## config.mk

```make
export PLATFORM = sky130hd
export DESIGN_NAME = fir_tap_sequencer
export DESIGN_NICKNAME = d
export VERILOG_FILES = /design/src/rtl/fir_pkg.sv /design/src/rtl/fir_delay_line.sv /design/src/rtl/fir_tap_sequencer.sv
export SDC_FILE = /design/constraint.sdc
export NUM_CORES = 1
export LEC_CHECK = 0
export BUFFER_PORTS_ARGS = -buffer_cell sky130_fd_sc_hd__clkbuf_2
export CAP_MARGIN = 20
export CORE_ASPECT_RATIO = 0.8
export CORE_MARGIN = 2
export CORE_UTILIZATION = 50
export CTS_BUF_LIST = sky130_fd_sc_hd__clkbuf_16
export CTS_CLUSTER_DIAMETER = 60
export DETAILED_ROUTE_END_ITERATION = 8
export PLACE_DENSITY = 0.69
export SYNTH_ARGS = -nofsm -noshare
export SYNTH_HDL_FRONTEND = slang
export SYNTH_HIERARCHICAL = 1
export SYNTH_SLANG_ARGS = --single-unit
```

## constraint.sdc

```tcl
create_clock -name clk -period 4.6 [get_ports clk]
set_input_delay 0 -clock clk [delete_from_list [all_inputs] [get_ports clk]]
set_output_delay 0 -clock clk [all_outputs]
set_load 0.05 [all_outputs]
```

## src/rtl/fir_pkg.sv

```systemverilog
// Shared definitions for the FIR datapath: sequencer state encoding and the
// default sample width / tap count also used by the MAC and coefficient ROM.
package fir_pkg;

  typedef enum logic {IDLE, SEQ} fir_seq_state_t;

  localparam int FIR_BITSX = 16;
  localparam int FIR_NTAPS = 6;

endpackage

```

## src/rtl/fir_delay_line.sv

```systemverilog
// NTAPS-deep delay line of samples. tap[0] holds the newest sample; a shift
// pushes din_i into tap[0] and drops the oldest entry. clr_i wins over en_i.
module fir_delay_line
  import fir_pkg::*;
#(
  parameter int BitsX = FIR_BITSX,
  parameter int NTAPS = FIR_NTAPS
) (
  input  logic                         clk,
  input  logic                         en_i,
  input  logic                         clr_i,
  input  logic [BitsX-1:0]             din_i,
  output logic [NTAPS-1:0][BitsX-1:0]  taps_o
);

  logic [NTAPS-1:0][BitsX-1:0] taps_q;
  logic [NTAPS-1:0][BitsX-1:0] taps_d;

  // Next-state: clear, shift toward older taps, or hold.
  always_comb begin
    taps_d = taps_q;
    if (clr_i) begin
      taps_d = '0;
    end else if (en_i) begin
      taps_d = {taps_q[NTAPS-2:0], din_i};
    end
  end

  // Tap storage register.
  always_ff @(posedge clk) begin
    taps_q <= taps_d;
  end

  assign taps_o = taps_q;

endmodule

```

## src/rtl/fir_tap_sequencer.sv

```systemverilog
// Accepts one sample per FIR evaluation into a delay line, then streams all
// NTAPS operands oldest-first to the serial MAC with a valid/ready handshake.
// All x_* outputs come straight from registers.
module fir_tap_sequencer
  import fir_pkg::*;
#(
  parameter int BitsX = FIR_BITSX,
  parameter int NTAPS = FIR_NTAPS,
  parameter int IDXW  = $clog2(NTAPS)
) (
  input  logic                     clk,
  input  logic                     rst_n,
  input  logic                     flush,
  input  logic                     in_valid,
  output logic                     in_ready,
  input  logic signed [BitsX-1:0]  in_data,
  output logic                     x_valid,
  input  logic                     x_ready,
  output logic signed [BitsX-1:0]  x_data,
  output logic [IDXW-1:0]          x_idx,
  output logic                     x_first,
  output logic                     x_last
);

  localparam logic [IDXW-1:0] LAST_IDX = IDXW'(NTAPS - 1);

  fir_seq_state_t              state_q, state_d;
  logic [IDXW-1:0]             idx_q, idx_d;
  logic                        x_valid_q, x_valid_d;
  logic signed [BitsX-1:0]     x_data_q, x_data_d;
  logic                        x_first_q, x_first_d;
  logic                        x_last_q, x_last_d;

  logic [NTAPS-1:0][BitsX-1:0] taps;
  logic                        accept;
  logic                        dl_clr;
  logic [IDXW-1:0]             idx_nxt;

  // Beat idx reads tap NTAPS-1-idx so the oldest sample goes out first.
  function automatic logic [IDXW-1:0] rev_idx(input logic [IDXW-1:0] i);
    return LAST_IDX - i;
  endfunction

  // Flush blocks acceptance in the same cycle so a flushed sample is never taken.
  assign in_ready = (state_q == IDLE) && !flush;
  assign accept   = in_valid && in_ready;
  assign dl_clr   = flush || !rst_n;
  assign idx_nxt  = idx_q + IDXW'(1);

  fir_delay_line #(
    .BitsX (BitsX),
    .NTAPS (NTAPS)
  ) u_delay_line (
    .clk    (clk),
    .en_i   (accept),
    .clr_i  (dl_clr),
    .din_i  (in_data),
    .taps_o (taps)
  );

  // FSM, index counter and output next-state. On accept the line is still
  // pre-shift, so the post-shift oldest tap is today's tap[NTAPS-2].
  always_comb begin
    state_d   = state_q;
    idx_d     = idx_q;
    x_valid_d = x_valid_q;
    x_data_d  = x_data_q;
    if (flush) begin
      state_d   = IDLE;
      idx_d     = '0;
      x_valid_d = 1'b0;
      x_data_d  = '0;
    end else if (state_q == IDLE) begin
      if (accept) begin
        state_d   = SEQ;
        idx_d     = '0;
        x_valid_d = 1'b1;
        x_data_d  = taps[NTAPS-2];
      end
    end else if (x_valid_q && x_ready) begin
      if (x_last_q) begin
        state_d   = IDLE;
        idx_d     = '0;
        x_valid_d = 1'b0;
        x_data_d  = '0;
      end else begin
        idx_d    = idx_nxt;
        x_data_d = taps[rev_idx(idx_nxt)];
      end
    end
    x_first_d = x_valid_d && (idx_d == '0);
    x_last_d  = x_valid_d && (idx_d == LAST_IDX);
  end

  // State and output registers; reset overrides flush.
  always_ff @(posedge clk) begin
    if (!rst_n) begin
      state_q   <= IDLE;
      idx_q     <= '0;
      x_valid_q <= 1'b0;
      x_data_q  <= '0;
      x_first_q <= 1'b0;
      x_last_q  <= 1'b0;
    end else begin
      state_q   <= state_d;
      idx_q     <= idx_d;
      x_valid_q <= x_valid_d;
      x_data_q  <= x_data_d;
      x_first_q <= x_first_d;
      x_last_q  <= x_last_d;
    end
  end

  assign x_valid = x_valid_q;
  assign x_data  = x_data_q;
  assign x_idx   = idx_q;
  assign x_first = x_first_q;
  assign x_last  = x_last_q;

endmodule

```

==> impl_metrics.yaml, run 1 <==
clock_network:
  cts-buffers-inserted: 17
  clk_pin_slew_ns: 0.05
  cts_max_level: 4
  post_cts_buffers: 0
  tritoncts: "yes"
  cts.sinks: 119
  clk_latency_ns: 0.40
  clock_path_buffers: 2
  cts_root_buf: "clkbuf_16"
setup_path:
  crit_start: "state_q$_SDFF_PP0_"
  crit_fanout: 58
  crit_required_ns: 4.87
  crit_type: "register to register"
  cp-start-kind: "register"
  end_kind: "register"
  crit_arrival_ns: 3.07
  r2r-start: "state_q$_SDFF_PP0_"
route:
  drt-initial-drc-count: 196
  vias_per_cell: 5.40
  first_pass_iters: 4
  drc: 0
  ant_nets: 0
  via_count: 3780
  routed_wl_mm: 11.1
  wire_per_inst_um: 15.9
global_routing:
  grt.overflow.total: 0
  grt_antenna_before_repair: 0
  grt_max_degree: 114
  grt_pass1_wl_mm: 18.1
  grt_usage: 0.206
  first_global_vias: 3544
timing:
  setup_tns_ns: 0
  fin_skew_ns: 0.00587
  min_period_ns: 2.80
  fin_ws_ns: 1.80
  max_slew_margin: 0.353
  worst_pin_slew_ns: 0.970
  fmax_mhz: 357
  rsz0062_at_grt: "no"
  finalCritPeriodShare: 0.608
  setup_viol: 0
  hold_viol_final: 0
  drv_slew: 0
floorplan:
  rows: 33
  start_util: 0.515
  dieArea_sq_mm: 0.0114
  io_pins: 44
  die_h_um: 96.1
  core_area_sq_mm: 0.0103
  fp.dieW_um: 119
yosys:
  synth-edff-count: 0
  synth_most_common_cell: "dfxtp_1"
  netlist.area_leader.share: 0.450
  synthArstFlopShare: 0
  yosysTopAreaCell: "dfxtp_1"
  synth_warnings: 6
  syn_area_per_cell_sq_um: 10.6
  ys_top_cells_by_count: "119 x dfxtp_1, 115 x nor2_1, 111 x mux2i_1"
  ys_top_cells_by_area: "dfxtp_1 45%, mux2i_1 21%, nor2_1 8.1%"
  syn_inst: 500
  synth_cell_types: 43
  syn-cell-area_sq_mm: 0.00530
  syn_nets: 522
  synth-main-ff-cell: "dfxtp_1"
  ys_seq_area_frac: 0.450
  ys_ff_latch: 119
cells_and_area:
  syn_to_final_growth_pct: 16.2
  drive_gt1_frac: 0.154
  post-route-util: 0.599
  antenna_cells: 0
  nNetsFinal: 571
status:
  status: "finished, final reports clean"
place:
  port_buffers: 43
  post-place-ws_ns: 1.76
  gp_congestion: 0.769
  place_hpwl_mm: 6.86
power:
  p_per_area_mw_per_mm2: 370
  peakVddDrop_uv: 351
  leakagePower_nw: 2.30
  total_power_w: 0.00228
job:
  cap_violations: 0
worst_hold_path:
  min-delay-start: "flush"
  min-delay-path-class: "input pin to register"
layer usage:
layer | global-route usage | vias to the layer above | part of all wire
met5 | 0 | - | 0
met1 | 0.295 | 1807 | 0.52
met2 | 0.307 | 93 | 0.42
met3 | 0.0462 | 14 | 0.051
met4 | 0.0744 | 0 | 0.011
li1 | - | 1866 | -
worst max-delay path, cell delays in order, from the launching register on:
cell and delay, ns:
dfxtp_1 0.38, or3b_1 0.74, inv_4 0.85, buf_12 0.36, mux2i_1 0.24, nor2_1 0.06
cell usage in the layout, fill, tap and decap left out, drive strengths merged, types with 2 or more instances in the layout:
cell	Yosys	layout
dlygate4sd3	0	19
a311oi	2	2
nand3	3	3
clkbuf	12	60
nand2	5	5
a21oi	4	4
a211oi	15	15
o21a	16	16
mux2i	111	111
and3	2	2
and2	2	2
dfxtp	119	119
nor3b	3	3
clkinv	0	9
nor2	115	115
nor3	30	30
buf	27	7
nor2b	2	2
or3b	2	2
mux4	16	16
inv	1	5
path summary, 6_finish.rpt:
kind,to,depth (start not counted),slack [ns]
worst min-delay path,x_valid$_SDFF_PN0_,4,0.1
worst max register to register,u_delay_line/taps_o[14]$_SDFFE_PP0P_,5,1.80
worst min register to register,u_delay_line/taps_o[81]$_SDFFE_PP0P_,2,0.49
worst max-delay path,u_delay_line/taps_o[14]$_SDFFE_PP0P_,5,1.80
where the power goes:
part / internal, W / switching, W / leakage [nW]
sequential: 0.00104 / 0.00000733 / 0.961
combinational: 0.0000639 / 0.0000926 / 1.08
clock: 0.000655 / 0.000415 / 0.252
flip-flops by register name, indices dropped and copies added (netlist names):
register,count
x_last,1
x_valid,1
x_first,1
x_data,16
state_q,1
u_delay_line/taps_o,96
x_idx,3
kinds of logic after synthesis:
logic type | synth area share
compound gates | 0.0555
xor+xnor | 0.00614
fa+ha+maj | 0.00236
buf+inv | 0.0564
flops | 0.450
mux | 0.288
simple gates | 0.142
cell type report:
type	count	area [sq um]
flip-flops and latches	119	2380
inverters	1	6.26
clock buffers	17	425
well taps	140	175
multi-input cells	341	2630
fillers	873	4120
clock inverters	13	52.6
repair buffers	69	490
through the flow:
| stage | std cells | hold WS, ns | instance area (sq um) |
|---|---|---|---|
| final | 700 | 0.0975 | 6160 |
| after global routing | 700 | 0.130 | 6160 |
| after CTS | 699 | 0.0779 | 6130 |
| after detailed placement | 650 | 0.248 | 5460 |
| after global placement | 650 | 0.234 | 5460 |
| after floorplan | 500 | 0.114 | 5300 |
repair_timing:
item,4_1_cts,5_1_grt
hold buffers,19,0
setup endpoints to repair,0,0
endpoints found under the hold margin,21,0
gates resized for setup,0,0
Note: power is estimated with default switching activity, not from simulation.
==> run 2: changes to the inputs <==
PLACE_DENSITY = 0.71   (was 0.69)
clock period = 2.44 ns   (was 4.6 ns; I/O delays follow)
==> impl_metrics.yaml, run 2 (synthesis results as in run 1) <==
status:
  status: "finished, final reports clean"
cells_and_area:
  drive_gt1_frac: 0.178
  antenna_cells: 0
  post-route-util: 0.613
  nNetsFinal: 578
  mostFrequentLayoutCells: "118 x dfxtp_1, 115 x nor2_1, 111 x mux2i_1, 43 x clkbuf_2, 30 x nor3_1"
  largest_reg_flops: 96
  final_common_cell: "dfxtp_1"
  syn_to_final_growth_pct: 18.9
  final_cell_area_sq_mm: 0.00630
global_routing:
  grt.overflow.total: 0
  grt_max_degree: 51
  grt_usage: 0.216
  grt_antenna_before_repair: 0
  first_global_vias: 3606
  grt_pass1_wl_mm: 19.0
job:
  cap_violations: 0
timing:
  whs_ns: 0.106
  max_slew_margin: 0.607
  drv_slew: 0
  fin_ws_ns: 0.488
  fmax_mhz: 512
  rsz0062_at_grt: "no"
  setup_tns_ns: 0
  finalCritPeriodShare: 0.800
  fin_skew_ns: 0.00960
  min_period_ns: 1.95
  setup_viol: 0
  worst_pin_slew_ns: 0.589
  hold_viol_final: 0
setup_path:
  cpMostUsedCell: "nor3_1"
  cp-start-kind: "register"
  r2r_cells: 6
  crit_fanout: 8
  crit_arrival_ns: 2.28
  crit_required_ns: 2.77
  end_kind: "register"
  slowest_stage: "ha_1"
  crit_chain: "ha_1 > nand3b_1 > buf_4 > nor3_1 > a211oi_1 > nor3_1"
  slowest_delay_ns: 0.40
  crit_type: "register to register"
clock_network:
  clk_pin_slew_ns: 0.05
  clk_latency_ns: 0.42
  tritoncts: "yes"
  cts.sinks: 119
  cts-buffers-inserted: 17
  post_cts_buffers: 0
  cts_root_buf: "clkbuf_16"
  clock_path_buffers: 2
  post_cts_resized: 0
  postCtsHoldBufs: 19
  cts_max_level: 4
power:
  peakVddDrop_uv: 578
  leakagePower_nw: 2.37
  p_per_area_mw_per_mm2: 743
place:
  place_hpwl_mm: 7.08
  place_area_sq_mm: 0.00553
  port_buffers: 43
  gp_congestion: 0.811
  post-place-ws_ns: 0.0772
worst_hold_path:
  min-delay-path-class: "input pin to register"
  whs_path_depth: 4
floorplan:
  start_util: 0.515
  rows: 33
  fp.dieW_um: 119
  die_h_um: 96.1
  core_area_sq_mm: 0.0103
  dieArea_sq_mm: 0.0114
  io_pins: 44
route:
  wire_per_inst_um: 16.5
  drt-initial-drc-count: 297
  ant_nets: 0
  vias_per_cell: 5.50
  routed_wl_mm: 11.7
  via_count: 3892
  first_pass_iters: 4
  drc: 0
-- run 2: cell types whose count changed in the layout (fill, tap and decap cells not counted) --
cell,delta
buf_16,-1
buf_8,+1
bufinv_16,+3
clkinv_1,-6
buf_4,+6
inv_1,-1
buf_12,+1
clkinv_2,+4
clkinvlp_4,+1
-- run 2: layer usage --
layer  routed length, um  share of wire  track usage
met1                5700           0.49        0.303
met2                5160           0.44        0.325
met3                 749          0.064       0.0604
met4                  97         0.0083       0.0694
met5                   0              0            0
-- run 2: worst paths after layout --
kind	endpoint	slack (ns)	from
setup reg to reg	x_data[11]$_SDFFE_PP0P_	0.49	x_idx[1]$_SDFF_PN0_
hold reg to reg	u_delay_line/taps_o[91]$_SDFFE_PP0P_	0.49	u_delay_line/taps_o[91]$_SDFFE_PP0P_
setup / recovery	x_data[11]$_SDFFE_PP0P_	0.49	x_idx[1]$_SDFF_PN0_
hold / removal	x_last$_SDFF_PN0_	0.11	flush
-- run 2: worst max-delay path, delay by kind of cell, from the launching register on --
family / cells / cell delay, ns
fa+ha+maj: 1 / 0.40
simple gates: 3 / 0.73
buf+inv: 1 / 0.32
flops: 1 / 0.34
compound gates: 1 / 0.07
-- run 2: cell type report --
| type | count | area (sq um) |
|---|---|---|
| Clock buffer | 17 | 425 |
| Clock inverter | 14 | 144 |
| Fill cell | 865 | 3980 |
| Inverter | 1 | 6.26 |
| Multi-Input combinational cell | 341 | 2630 |
| Sequential cell | 119 | 2380 |
| Tap cell | 140 | 175 |
| Timing Repair Buffer | 76 | 543 |
-- run 2: stage by stage --
| stage | instances | power (W) |
|---|---|---|
| after global placement | 657 | 0.00228 |
| final | 708 | 0.00468 |
| after detailed placement | 657 | 0.00229 |
| after global routing | 708 | 0.00482 |
| after CTS | 707 | 0.00471 |
| after floorplan | 500 | 0.00224 |
-- run 2: power by group --
part	total [W]	internal [W]	leakage (nW)	switching [W]
clock network	0.00241	0.00157	0.295	0.000842
registers	0.00198	0.00196	0.961	0.0000168
logic	0.000292	0.000120	1.12	0.000172
